===== config.mk =====
export PLATFORM = sky130hd
export DESIGN_NAME = rf_write_arbiter
export DESIGN_NICKNAME = d
export VERILOG_FILES = /design/src/rtl/rf_write_arbiter.sv
export SDC_FILE = /design/constraint.sdc
export NUM_CORES = 1
export LEC_CHECK = 0
export BUFFER_PORTS_ARGS = -buffer_cell sky130_fd_sc_hd__clkbuf_2
export CORE_UTILIZATION = 49
export CTS_CLUSTER_DIAMETER = 30
export DETAILED_ROUTE_END_ITERATION = 8
export HOLD_SLACK_MARGIN = 0.03
export PLACE_DENSITY = 0.86
export SYNTH_ARGS = -nofsm -noshare
export SYNTH_HDL_FRONTEND = slang
export SYNTH_SLANG_ARGS = --single-unit

===== constraint.sdc =====
create_clock -name clk -period 2.75 [get_ports clk]
set_input_delay 0.275 -clock clk [delete_from_list [all_inputs] [get_ports clk]]
set_output_delay 0.275 -clock clk [all_outputs]
set_load 0.05 [all_outputs]

===== src/rtl/rf_write_arbiter.sv =====
// Write-port sequencer for the 32x32 register file: clears every register after reset or
// on init_start, then round-robin arbitrates NREQ writers. Optional macro: RF_ZERO_PROTECT_EN.
module rf_write_arbiter #(
   parameter int NREQ      = 2,
   parameter int ADDR_W    = 5,
   parameter int DATA_W    = 32,
   parameter int REG_COUNT = 32
) (
   input  logic                     clk,
   input  logic                     rst_n,
   input  logic                     init_start,
   input  logic [NREQ-1:0]          req,
   input  logic [NREQ*ADDR_W-1:0]   req_addr,
   input  logic [NREQ*DATA_W-1:0]   req_data,
   output logic [NREQ-1:0]          gnt,
   output logic                     busy,
   output logic                     init_done,
   output logic                     rf_wr,
   output logic [ADDR_W-1:0]        rf_waddr,
   output logic [DATA_W-1:0]        rf_wdata
);
   localparam int PTR_W = $clog2(NREQ);

   typedef enum logic {CLEAR, RUN} state_t;
   state_t state, state_nxt;

   logic [ADDR_W-1:0] cnt;
   logic [PTR_W-1:0]  ptr, gidx, ptr_nxt;
   logic [NREQ-1:0]   mask, hi, pick;
   logic [ADDR_W-1:0] sel_addr;
   logic [DATA_W-1:0] sel_data;
   logic              clr_last, wr_ok;

   assign clr_last = (cnt == ADDR_W'(REG_COUNT - 1));

   // Requesters at/after ptr win first; lowest set bit of the masked vector, else wrap around.
   always_comb begin
      mask = '0;
      for (int i = 0; i < NREQ; i++) mask[i] = (PTR_W'(i) >= ptr);
      hi   = req & mask;
      pick = (|hi) ? (hi & (-hi)) : (req & (-req));
   end

   always_comb begin
      gidx     = '0;
      sel_addr = '0;
      sel_data = '0;
      for (int i = 0; i < NREQ; i++) begin
         if (pick[i]) begin
            gidx     = PTR_W'(i);
            sel_addr = req_addr[i*ADDR_W +: ADDR_W];
            sel_data = req_data[i*DATA_W +: DATA_W];
         end
      end
      ptr_nxt = (gidx == PTR_W'(NREQ - 1)) ? '0 : gidx + PTR_W'(1);
   end

`ifdef RF_ZERO_PROTECT_EN
   // Register 0 is hard-wired: the handshake completes but the write is swallowed.
   assign wr_ok = |sel_addr;
`else
   assign wr_ok = 1'b1;
`endif

   always_ff @(posedge clk or negedge rst_n) begin
      if (!rst_n) state <= CLEAR;
      else        state <= state_nxt;
   end

   always_comb begin
      state_nxt = state;
      case (state)
         CLEAR:   if (clr_last)   state_nxt = RUN;
         RUN:     if (init_start) state_nxt = CLEAR;
         default: state_nxt = CLEAR;
      endcase
   end

   always_comb begin
      busy      = (state == CLEAR);
      init_done = (state == RUN);
      gnt       = (state == RUN && !init_start) ? pick : '0;
   end

   always_ff @(posedge clk or negedge rst_n) begin
      if (!rst_n) begin
         rf_wr    <= 1'b0;
         rf_waddr <= '0;
         rf_wdata <= '0;
         cnt      <= '0;
         ptr      <= '0;
      end else if (state == CLEAR) begin
         rf_wr    <= 1'b1;
         rf_waddr <= cnt;
         rf_wdata <= '0;
         cnt      <= clr_last ? '0 : cnt + ADDR_W'(1);
      end else if (|gnt) begin
         rf_wr    <= wr_ok;
         rf_waddr <= sel_addr;
         rf_wdata <= sel_data;
         ptr      <= ptr_nxt;
      end else begin
         rf_wr    <= 1'b0;
      end
   end
endmodule


==> results of run 1 <==
## power groups by stage
stage	logic (mW)	clock network (mW)	registers [mW]
CTS	1.08	0.457	0.903
global placement	1.06	0	0.909
global route	1.16	0.489	0.921
finish	1.07	0.451	0.906
detailed placement	1.08	0	0.914
floorplan	0.480	0	1.24
## through the flow
| stage | utilization, % | total power, mW | area, um2 | std cells |
|---|---|---|---|---|
| after global placement | 65.7 | 1.97 | 2920 | 367 |
| after floorplan | - | 1.72 | 2310 | 212 |
| final | 68.0 | 2.43 | 3020 | 375 |
| after CTS | 68.0 | 2.44 | 3020 | 375 |
| after global routing | 68.0 | 2.57 | 3020 | 375 |
| after detailed placement | 65.7 | 2.00 | 2920 | 367 |
## placed cells by master (no fill, tap or decap), types with 2 or more instances in the layout
| cell type | n |
|---|---|
| o21ai_1 | 3 |
| and3_1 | 3 |
| clkbuf_8 | 7 |
| nand2_1 | 35 |
| o211ai_1 | 5 |
| inv_1 | 5 |
| clkbuf_2 | 120 |
| nor2_1 | 3 |
| mux2_1 | 2 |
| a21oi_1 | 2 |
| buf_4 | 5 |
| a32oi_1 | 37 |
| mux2i_1 | 32 |
| o221ai_1 | 5 |
| ha_1 | 2 |
| dfrtp_1 | 45 |
## layout make-up
cell class | instances | area (um2)
multi-input combinational | 138 | 1050
clock buffer | 7 | 96.3
tap | 52 | 65.1
inverter | 6 | 22.5
timing repair buffer | 126 | 658
fill | 369 | 1420
sequential | 45 | 1130
clock inverter | 1 | 5.00
## logic make-up (layout without fill, tap and decap cells)
| kind of cell | count (synthesis) | in the layout | share of synthesized area, % |
|---|---|---|---|
| AOI/OAI and AO/OA | 56 | 56 | 20.2 |
| buffers and inverters | 29 | 140 | 6.50 |
| muxes | 34 | 34 | 14.9 |
| DFF | 45 | 45 | 48.8 |
| adders and majority gates | 2 | 2 | 1.08 |
| and+or+nand+nor | 46 | 46 | 8.62 |
## flip-flops by register name (all words and copies together) (netlist names)
| register | cells |
|---|---|
| init_done | 1 |
| cnt | 5 |
| rf_waddr | 5 |
| rf_wr | 1 |
| rf_wdata | 32 |
| ptr | 1 |
## worst min-delay path by stage
stage | start | to | slack [ps] | depth (start not counted)
after floorplan | rst_n | cnt[0]$_DFFE_PN0N_ | -20 | 0
after global placement | cnt[3]$_DFFE_PN0N_ | cnt[3]$_DFFE_PN0N_ | 480 | 2
after detailed placement | cnt[3]$_DFFE_PN0N_ | cnt[3]$_DFFE_PN0N_ | 510 | 2
after CTS | rst_n | rf_wdata[4]$_DFFE_PN0P_ | 210 | 1
after global routing | req_data[3] | rf_wdata[3]$_DFFE_PN0P_ | 250 | 3
final | rst_n | rf_wdata[4]$_DFFE_PN0P_ | 160 | 1
## layer usage
metal / vias up / wire length, um / part of all wire (%) / track usage [%]
li1: 1021 / - / - / -
met5: - / 0 / 0 / 0
met4: 0 / 90 / 1.6 / 8.44
met2: 79 / 2630 / 48 / 41.5
met1: 1021 / 2470 / 45 / 29.1
met3: 8 / 326 / 5.9 / 5.27
==> results.json, run 1 <==
{
  "yosys-top-cells-count": "45 x dfrtp_1, 37 x a32oi_1, 35 x nand2_1",
  "preCtsSetupSlack_ps": 928,
  "drv_slew": 0,
  "drt_iter0_markers": 126,
  "clkTransAtPathRegs_ps": 80,
  "rsz0062_at_grt": "no",
  "r2r_slack_ps": 1000,
  "min_path_type": "in -> async",
  "via_count": 2129,
  "gr-usage-all-layers_pct": 23.7,
  "cp-end-kind": "output pin",
  "maxCapViolCount": 0,
  "p_leak_nw": 1.69,
  "status": "complete, but fails checks",
  "cts_buffers": 5,
  "hold_violations": 0,
  "antenna_cells": 0,
  "cellInternalPower_mw": 1.36,
  "synth_edf_count": 0,
  "p_sw_mw": 1.08,
  "cts_root_buf": "clkbuf_8",
  "fp-row-count": 24,
  "path_delay_family": "simple AND/OR/NAND/NOR gates",
  "antenna_found_initial": 0,
  "relSlewSlack_pct": 28.0,
  "r2r-end": "rf_waddr[1]$_DFFE_PN0P_",
  "yosys_warnings": 0,
  "synth_seq_cells": 45,
  "async_flop_share_pct": 100,
  "power_frac_comb_pct": 44.2,
  "path_cells": "nand2b_1 -> and3_1 -> clkbuf_2",
  "critPathMaxStageDelay_ps": 530,
  "drc_errors": 14,
  "die_x_um": 70.6,
  "start_util_pct": 51.9,
  "synthTopCellsByArea": "dfrtp_1 49%, a32oi_1 14%, mux2i_1 14%, nand2_1 5.7%, buf_2 2.0%",
  "synth_seq_area_share_pct": 48.8,
  "tightest_slew_ps": 1080,
  "crit_type": "reg -> out",
  "grt_max_degree": 53,
  "area_growth_pct": 30.8,
  "r2r_start": "ptr$_DFFE_PN0P_",
  "synth_area_um2": 2310,
  "grt_pass1_wl_mm": 9.32,
  "layout_setup_ws_ps": 673,
  "vias_per_cell": 5.68,
  "netlist.area_leader.share_pct": 48.8,
  "grt_pass1_vias": 2077,
  "fmax_mhz": 481,
  "synth_most_common_cell": "dfrtp_1",
  "fin_nets": 403,
  "dr.pass1.iters": 6,
  "crit_start": "ptr$_DFFE_PN0P_",
  "drive_above_1_share_pct": 42.7,
  "gr-total-overflow": 0,
  "synth_cell_types": 27,
  "clkLatencyLatePin_ps": 300,
  "timing.final.crit_share_pct": 75.5,
  "routabilityCongestion": 0.804,
  "cts-htree-levels": 2,
  "die-area_um2": 4990,
  "finalSetupViolations": 0,
  "powerDensity_nw_per_um2": 805,
  "setup_tns_ps": 0,
  "failed_checks": "DRC",
  "cp_num_buf_inv": 1,
  "io_buffers": 120,
  "yosys.area.top_type": "dfrtp_1",
  "worstPathRequired_ps": 2480,
  "numClockSinks": 45,
  "slowest_stage": "nand2b_1",
  "holdWs_ps": 160,
  "switching_share_pct": 44.2,
  "cts_hold_buf": 0,
  "synth_top_flop_cell": "dfrtp_1",
  "die_h_um": 70.6,
  "syn_inst": 212,
  "path_depth": 3,
  "wl_mm": 5.52,
  "fp.coreArea_um2": 4440,
  "pwr-share-clk_pct": 18.6,
  "reg2reg_depth": 4,
  "seqPwrFrac_pct": 37.2,
  "fin_skew_ps": 6.74,
  "post-dp-hpwl_mm": 3.91,
  "final_antenna_net_count": 0,
  "synth_nets": 293,
  "cts-resized-gates": 0,
  "arrival_ps": 1800,
  "ir_drop_mv": 0.369,
  "endpoint": "gnt[1]",
  "crit_fanout": 18,
  "cp-start-kind": "flop",
  "synth.avg_cell_area_um2": 10.9,
  "cts_setup_buffers": 0,
  "clk_path_buf_depth": 2,
  "wl_per_cell_um": 14.7,
  "period_minus_slack_ps": 2080,
  "io_pins": 121,
  "cts_tree": "yes"
}
No activity file was read; power rests on OpenSTA's default activity.
==> run 2: changes to the inputs <==
--- a/config.mk
+++ b/config.mk
@@ -5,12 +5,13 @@
 export SDC_FILE = /design/constraint.sdc
 export NUM_CORES = 1
 export LEC_CHECK = 0
+export ABC_AREA = 1
 export BUFFER_PORTS_ARGS = -buffer_cell sky130_fd_sc_hd__clkbuf_2
-export CORE_UTILIZATION = 49
+export CORE_UTILIZATION = 46
 export CTS_CLUSTER_DIAMETER = 30
 export DETAILED_ROUTE_END_ITERATION = 8
 export HOLD_SLACK_MARGIN = 0.03
-export PLACE_DENSITY = 0.86
+export PLACE_DENSITY = 0.8
 export SYNTH_ARGS = -nofsm -noshare
 export SYNTH_HDL_FRONTEND = slang
 export SYNTH_SLANG_ARGS = --single-unit
==> constraint.sdc (replaced) <==
create_clock -name clk -period 2 [get_ports clk]
set_input_delay 0.2 -clock clk [delete_from_list [all_inputs] [get_ports clk]]
set_output_delay 0.2 -clock clk [all_outputs]
set_load 0.05 [all_outputs]
==> run 2 against run 1 <==
Compared with the run above:
- the run now ends clean
- register-to-register slack got worse by 430 ps
- power increased by 33%
- cell area increased by 4.5%
- worst setup slack got worse by 180 ps
- synthesized cell count increased by 59%
- sequential cell count unchanged
- sequential power increased by 29%
- die area increased by 11%
- first-iteration DRC count decreased by 18%
- utilization decreased by 5.8 points
- wire length increased by 7.6%
- critical path depth increased by 2
- largest cell class unchanged
- highest routed layer unchanged
==> results.json, run 2 <==
{
  "synthTopCellsByArea": "dfrtp_1 47%, nand2_1 24%, nand3_1 16%, buf_6 2.8%, inv_1 2.0%",
  "hold_violations": 0,
  "die-area_um2": 5550,
  "grt_max_degree": 39,
  "yosys_warnings": 0,
  "drive_above_1_share_pct": 30.4,
  "holdWs_ps": 163,
  "synth-simple-area-share_pct": 41.6,
  "seqPwrFrac_pct": 36.2,
  "cts-htree-levels": 2,
  "fp.coreArea_um2": 5070,
  "layout_commonest_cell": "nand2_1",
  "status": "completed",
  "finalSetupViolations": 0,
  "gr-usage-all-layers_pct": 22.1,
  "netlist.area_leader.share_pct": 46.5,
  "yosys.area.top_type": "dfrtp_1",
  "ir_drop_mv": 0.893,
  "preCtsSetupSlack_ps": 581,
  "synth_cell_types": 17,
  "relSlewSlack_pct": 58.0,
  "worstPathRequired_ps": 1800,
  "period_minus_slack_ps": 1510,
  "synth_edf_count": 0,
  "synth.avg_cell_area_um2": 7.16,
  "fin_skew_ps": 5.98,
  "top_register": "rf_wdata",
  "p_leak_nw": 1.97,
  "synth_seq_area_share_pct": 46.5,
  "syn_inst": 338,
  "start_util_pct": 47.7,
  "fmax_mhz": 664,
  "synth_area_um2": 2420,
  "clkLatencyLatePin_ps": 290,
  "drt_iter0_markers": 103,
  "synth_nets": 419,
  "wl_per_cell_um": 11.4,
  "io_buffers": 120,
  "cp-end-kind": "output pin",
  "power_frac_comb_pct": 42.3,
  "gr-total-overflow": 0,
  "mostFrequentLayoutCells": "152 x nand2_1, 120 x clkbuf_2, 76 x nand3_1",
  "area_growth_pct": 30.4,
  "fin_nets": 530,
  "synth_top_flop_cell": "dfrtp_1",
  "final_area_um2": 3160,
  "synth_most_common_cell": "nand2_1",
  "die_h_um": 74.5,
  "async_flop_share_pct": 100,
  "synthAdderAreaFrac_pct": 1.03,
  "maxCapViolCount": 0,
  "path_cells": "inv_2 -> nor2_1 -> nand3_1 -> inv_1 -> clkbuf_2",
  "yosys-top-cells-count": "152 x nand2_1, 76 x nand3_1, 45 x dfrtp_1",
  "tightest_slew_ps": 629,
  "antenna_found_initial": 0,
  "io_pins": 121,
  "synth_seq_cells": 45,
  "layout_setup_ws_ps": 494,
  "rsz0062_at_grt": "no",
  "synth_top_family_by_area": "simple AND/OR/NAND/NOR gates",
  "clk_path_buf_depth": 2,
  "final_antenna_net_count": 0,
  "powerDensity_nw_per_um2": 1030,
  "min_path_type": "in -> reg",
  "drv_slew": 0,
  "routabilityCongestion": 0.811,
  "slowest_stage": "dfrtp_1",
  "clkTransAtPathRegs_ps": 70,
  "power.total_mw": 3.24,
  "antenna_cells": 0,
  "dr.pass1.iters": 5,
  "grt_pass1_wl_mm": 9.37,
  "via_count": 2522,
  "cts_buffers": 5,
  "cp-start-kind": "flop",
  "grt_pass1_vias": 2118,
  "pwr-share-clk_pct": 21.5,
  "arrival_ps": 1310,
  "reg_top3": "rf_wdata x32, cnt x5, rf_waddr x5",
  "setup_tns_ps": 0,
  "placed_area_um2": 3030,
  "die_x_um": 74.5,
  "numClockSinks": 45,
  "cts_root_buf": "clkbuf_8",
  "cts_tree": "yes",
  "largest_reg_flops": 32,
  "wl_mm": 5.94,
  "synth_compound_area_share_pct": 2.28,
  "p_sw_mw": 1.37,
  "switching_share_pct": 42.2,
  "crit_fanout": 12,
  "critPathMaxStageDelay_ps": 370,
  "cellInternalPower_mw": 1.87,
  "fp-row-count": 26,
  "vias_per_cell": 4.85,
  "synthXorXnorAreaFrac_pct": 0,
  "synthMuxAreaShare_pct": 0,
  "crit_type": "reg -> out",
  "timing.final.crit_share_pct": 75.3,
  "drc_errors": 0,
  "post-dp-hpwl_mm": 4.09
}
-- run 2: layer usage --
layer  part of all wire [%]  track usage [%]
met1                     45             29.1
met2                     48             38.0
met3                    6.5             4.20
met4                   0.83             5.03
met5                      0                0
-- run 2: layout make-up --
class / instances / area, um2
tap: 70 / 87.6
timing repair buffer: 129 / 683
fill: 471 / 1920
clock inverter: 1 / 30.0
sequential: 45 / 1130
clock buffer: 7 / 86.3
multi-input combinational: 254 / 1090
inverter: 14 / 52.6
-- run 2: worst max-delay path, delay by kind of cell, from the launching register on --
family,cells,cell delay (ps)
buffers and inverters,3,430
flip-flops,1,370
AND/OR/NAND/NOR,2,220
-- run 2: path summary, 6_finish.rpt --
kind / endpoint / slack (ps) / cells past startpoint / from
setup / recovery: gnt[1] / 490 / 5 / init_done$_DFF_PN0_
hold / removal: init_done$_DFF_PN0_ / 160 / 2 / init_start
setup reg to reg: rf_waddr[2]$_DFFE_PN0P_ / 570 / 7 / init_done$_DFF_PN0_
hold reg to reg: rf_wdata[31]$_DFFE_PN0P_ / 470 / 2 / rf_wdata[31]$_DFFE_PN0P_
max in group asynchronous: rf_wdata[31]$_DFFE_PN0P_ / 840 / 3 / rst_n
min in group asynchronous: rf_wdata[24]$_DFFE_PN0P_ / 460 / 2 / rst_n
-- run 2: cell families (layout without fill, tap and decap cells) --
| kind of cell | after synthesis | in the layout |
|---|---|---|
| compound gates | 11 | 11 |
| fa+ha+maj | 2 | 2 |
| buf+inv | 39 | 151 |
| flops | 45 | 45 |
| simple gates | 241 | 241 |
-- run 2: power by group through the flow --
stage                     Clock [mW]  Combinational (mW)  Sequential (mW)
after detailed placement           0                1.38             1.19
final                          0.695                1.37             1.17
after floorplan                    0               0.705             1.51
after global routing           0.751                1.53             1.19
after global placement             0                1.35             1.18
after CTS                      0.712                1.39             1.17
-- run 2: per-stage QoR --
| stage | util, % | std cells |
|---|---|---|
| CTS | 62.2 | 520 |
| global placement | 59.7 | 511 |
| finish | 62.2 | 520 |
| floorplan | - | 338 |
| detailed placement | 59.7 | 511 |
| global route | 62.2 | 520 |
-- run 2: what timing repair did --
| item | in CTS | in global routing |
|---|---|---|
| gates resized for setup | 0 | 0 |
| hold endpoints to repair | 25 | 0 |
| buffers inserted | 0 | 0 |
| hold buffers | 1 | 0 |
==> run 3: changes to the inputs <==
--- a/config.mk
+++ b/config.mk
@@ -7,11 +7,11 @@
 export LEC_CHECK = 0
 export ABC_AREA = 1
 export BUFFER_PORTS_ARGS = -buffer_cell sky130_fd_sc_hd__clkbuf_2
-export CORE_UTILIZATION = 46
+export CORE_UTILIZATION = 41
 export CTS_CLUSTER_DIAMETER = 30
 export DETAILED_ROUTE_END_ITERATION = 8
 export HOLD_SLACK_MARGIN = 0.03
-export PLACE_DENSITY = 0.8
+export PLACE_DENSITY = 0.76
 export SYNTH_ARGS = -nofsm -noshare
 export SYNTH_HDL_FRONTEND = slang
 export SYNTH_SLANG_ARGS = --single-unit
==> constraint.sdc (replaced) <==
create_clock -name clk -period 1.2 [get_ports clk]
set_input_delay 0.12 -clock clk [delete_from_list [all_inputs] [get_ports clk]]
set_output_delay 0.12 -clock clk [all_outputs]
set_load 0.05 [all_outputs]
==> run 3 against run 2 <==
Compared with the run above:
- the run now ends with setup timing left
- worst setup slack got worse by 710 ps
- non-clock buffer count increased by 16
- utilization decreased by 0.56 points
- critical path depth unchanged
- largest cell class is now multi-input gates
- largest power group unchanged
==> results.json, run 3 (same netlist as run 2, synthesis figures left out) <==
{
  "drive_above_1_share_pct": 36.9,
  "gr-usage-all-layers_pct": 22.3,
  "post-dp-hpwl_mm": 4.63,
  "reg_top3": "rf_wdata x32, cnt x5, rf_waddr x5",
  "grt_pass1_wl_mm": 11.1,
  "hold_violations": 0,
  "dr.pass1.iters": 4,
  "clk_path_buf_depth": 2,
  "critPathMaxStageDelay_ps": 410,
  "gr-total-overflow": 0,
  "largest_reg_flops": 32,
  "fmax_mhz": 707,
  "die_h_um": 78.8,
  "antenna_cells": 0,
  "cp-end-kind": "output pin",
  "io_pins": 121,
  "layout_setup_ws_ps": -215,
  "routabilityCongestion": 0.783,
  "cts-htree-levels": 2,
  "cts_tree": "yes",
  "wl_mm": 6.97,
  "fp-row-count": 27,
  "grt_pass1_vias": 2488,
  "drv_slew": 0,
  "die-area_um2": 6210,
  "min_path_type": "in -> reg",
  "vias_per_cell": 5.02,
  "via_count": 2701,
  "final_antenna_net_count": 0,
  "die_x_um": 78.8,
  "crit_type": "reg -> out",
  "cp-start-kind": "flop",
  "io_buffers": 120,
  "status": "complete, but fails checks",
  "clkTransAtPathRegs_ps": 80,
  "numClockSinks": 45,
  "fin_skew_ps": 4.55,
  "antenna_found_initial": 0,
  "period_minus_slack_ps": 1420,
  "layout_commonest_cell": "nand2_1",
  "powerDensity_nw_per_um2": 1660,
  "grt_max_degree": 46,
  "worstPathRequired_ps": 1080,
  "cts_root_buf": "clkbuf_8",
  "clkLatencyLatePin_ps": 290,
  "path_cells": "nand2_2 -> nand4_1 -> buf_4 -> inv_4 -> clkbuf_16",
  "p_leak_nw": 2.08,
  "mostFrequentLayoutCells": "146 x nand2_1, 117 x clkbuf_2, 75 x nand3_1",
  "rsz0062_at_grt": "yes",
  "slowest_stage": "dfrtp_1",
  "drt_iter0_markers": 128,
  "cts_buffers": 5,
  "failed_checks": "setup timing",
  "fp.coreArea_um2": 5610,
  "preCtsSetupSlack_ps": -204,
  "holdWs_ps": 71.0,
  "start_util_pct": 43.2,
  "relSlewSlack_pct": 80.3,
  "drc_errors": 0,
  "arrival_ps": 1300,
  "maxCapViolCount": 0,
  "crit_fanout": 3,
  "tightest_slew_ps": 297,
  "area_growth_pct": 42.8,
  "wl_per_cell_um": 13.0,
  "finalSetupViolations": 45,
  "timing.final.crit_share_pct": 118,
  "fin_nets": 546,
  "top_register": "rf_wdata",
  "ir_drop_mv": 1.31
}
[run 3: changes by cell type in the layout (fill, tap and decap cells not counted), sizes merged]
cell	previous run	this run
bufinv	1	0
buf	8	23
clkinv	0	2
[run 3: worst paths after layout]
kind | startpoint | endpoint | slack, ps | cells past startpoint
setup / recovery | ptr$_DFFE_PN0P_ | gnt[0] | -220 | 5
hold / removal | init_start | init_done$_DFF_PN0_ | 70 | 2
setup reg to reg | ptr$_DFFE_PN0P_ | rf_wdata[24]$_DFFE_PN0P_ | -180 | 8
hold reg to reg | rf_wdata[18]$_DFFE_PN0P_ | rf_wdata[18]$_DFFE_PN0P_ | 470 | 2
max in group asynchronous | rst_n | init_done$_DFF_PN0_ | 620 | 3
min in group asynchronous | rst_n | rf_wdata[27]$_DFFE_PN0P_ | 340 | 3
[run 3: metrics by stage]
stage	power [mW]	utilization (%)	setup TNS (ps)	std cells	area [um2]
3_3_place_gp	4.39	56.1	-3070	523	3150
3_5_place_dp	4.45	56.1	-4970	523	3150
5_1_grt	6.12	61.6	-9560	538	3460
2_1_floorplan	3.71	-	-6130	338	2420
4_1_cts	5.57	60.1	-5990	535	3370
6_report	5.74	61.6	-6840	538	3460
[run 3: metal layers]
layer  routed length, um  vias up  GRT usage (%)
met5                   0        -              0
met4                  87        0           5.27
met3                 383        9           3.33
met2                3390       98           40.1
met1                3110     1263           28.2
li1                    -     1331              -
[run 3: final cells by class]
type / count / area, um2
clock buffer: 6 / 72.6
clock inverter: 2 / 10.0
fill: 565 / 2150
inverter: 14 / 55.1
multi-input combinational: 254 / 1170
sequential: 45 / 1130
tap: 72 / 90.1
timing repair buffer: 145 / 930
[run 3: power breakdown]
part | switching [mW] | internal (mW)
clock | 0.488 | 0.404
sequential | 0.183 | 1.79
combinational | 1.84 | 1.03
total | 2.51 | 3.22
[run 3: worst max-delay path, delay by kind of cell (launching register included)]
| family | cells | cell delay, ps |
|---|---|---|
| buffers and inverters | 3 | 390 |
| AND/OR/NAND/NOR | 2 | 200 |
| flip-flops | 1 | 410 |
[run 3: repair_timing]
item / 4_1_cts / 5_1_grt
setup endpoints to repair: 46 / 46
hold endpoints to repair: 45 / 0
gates cloned: 0 / 1
gates resized for setup: 25 / 14
pin swaps: 4 / 5
buffers inserted: 3 / 2
hold buffers: 1 / 0
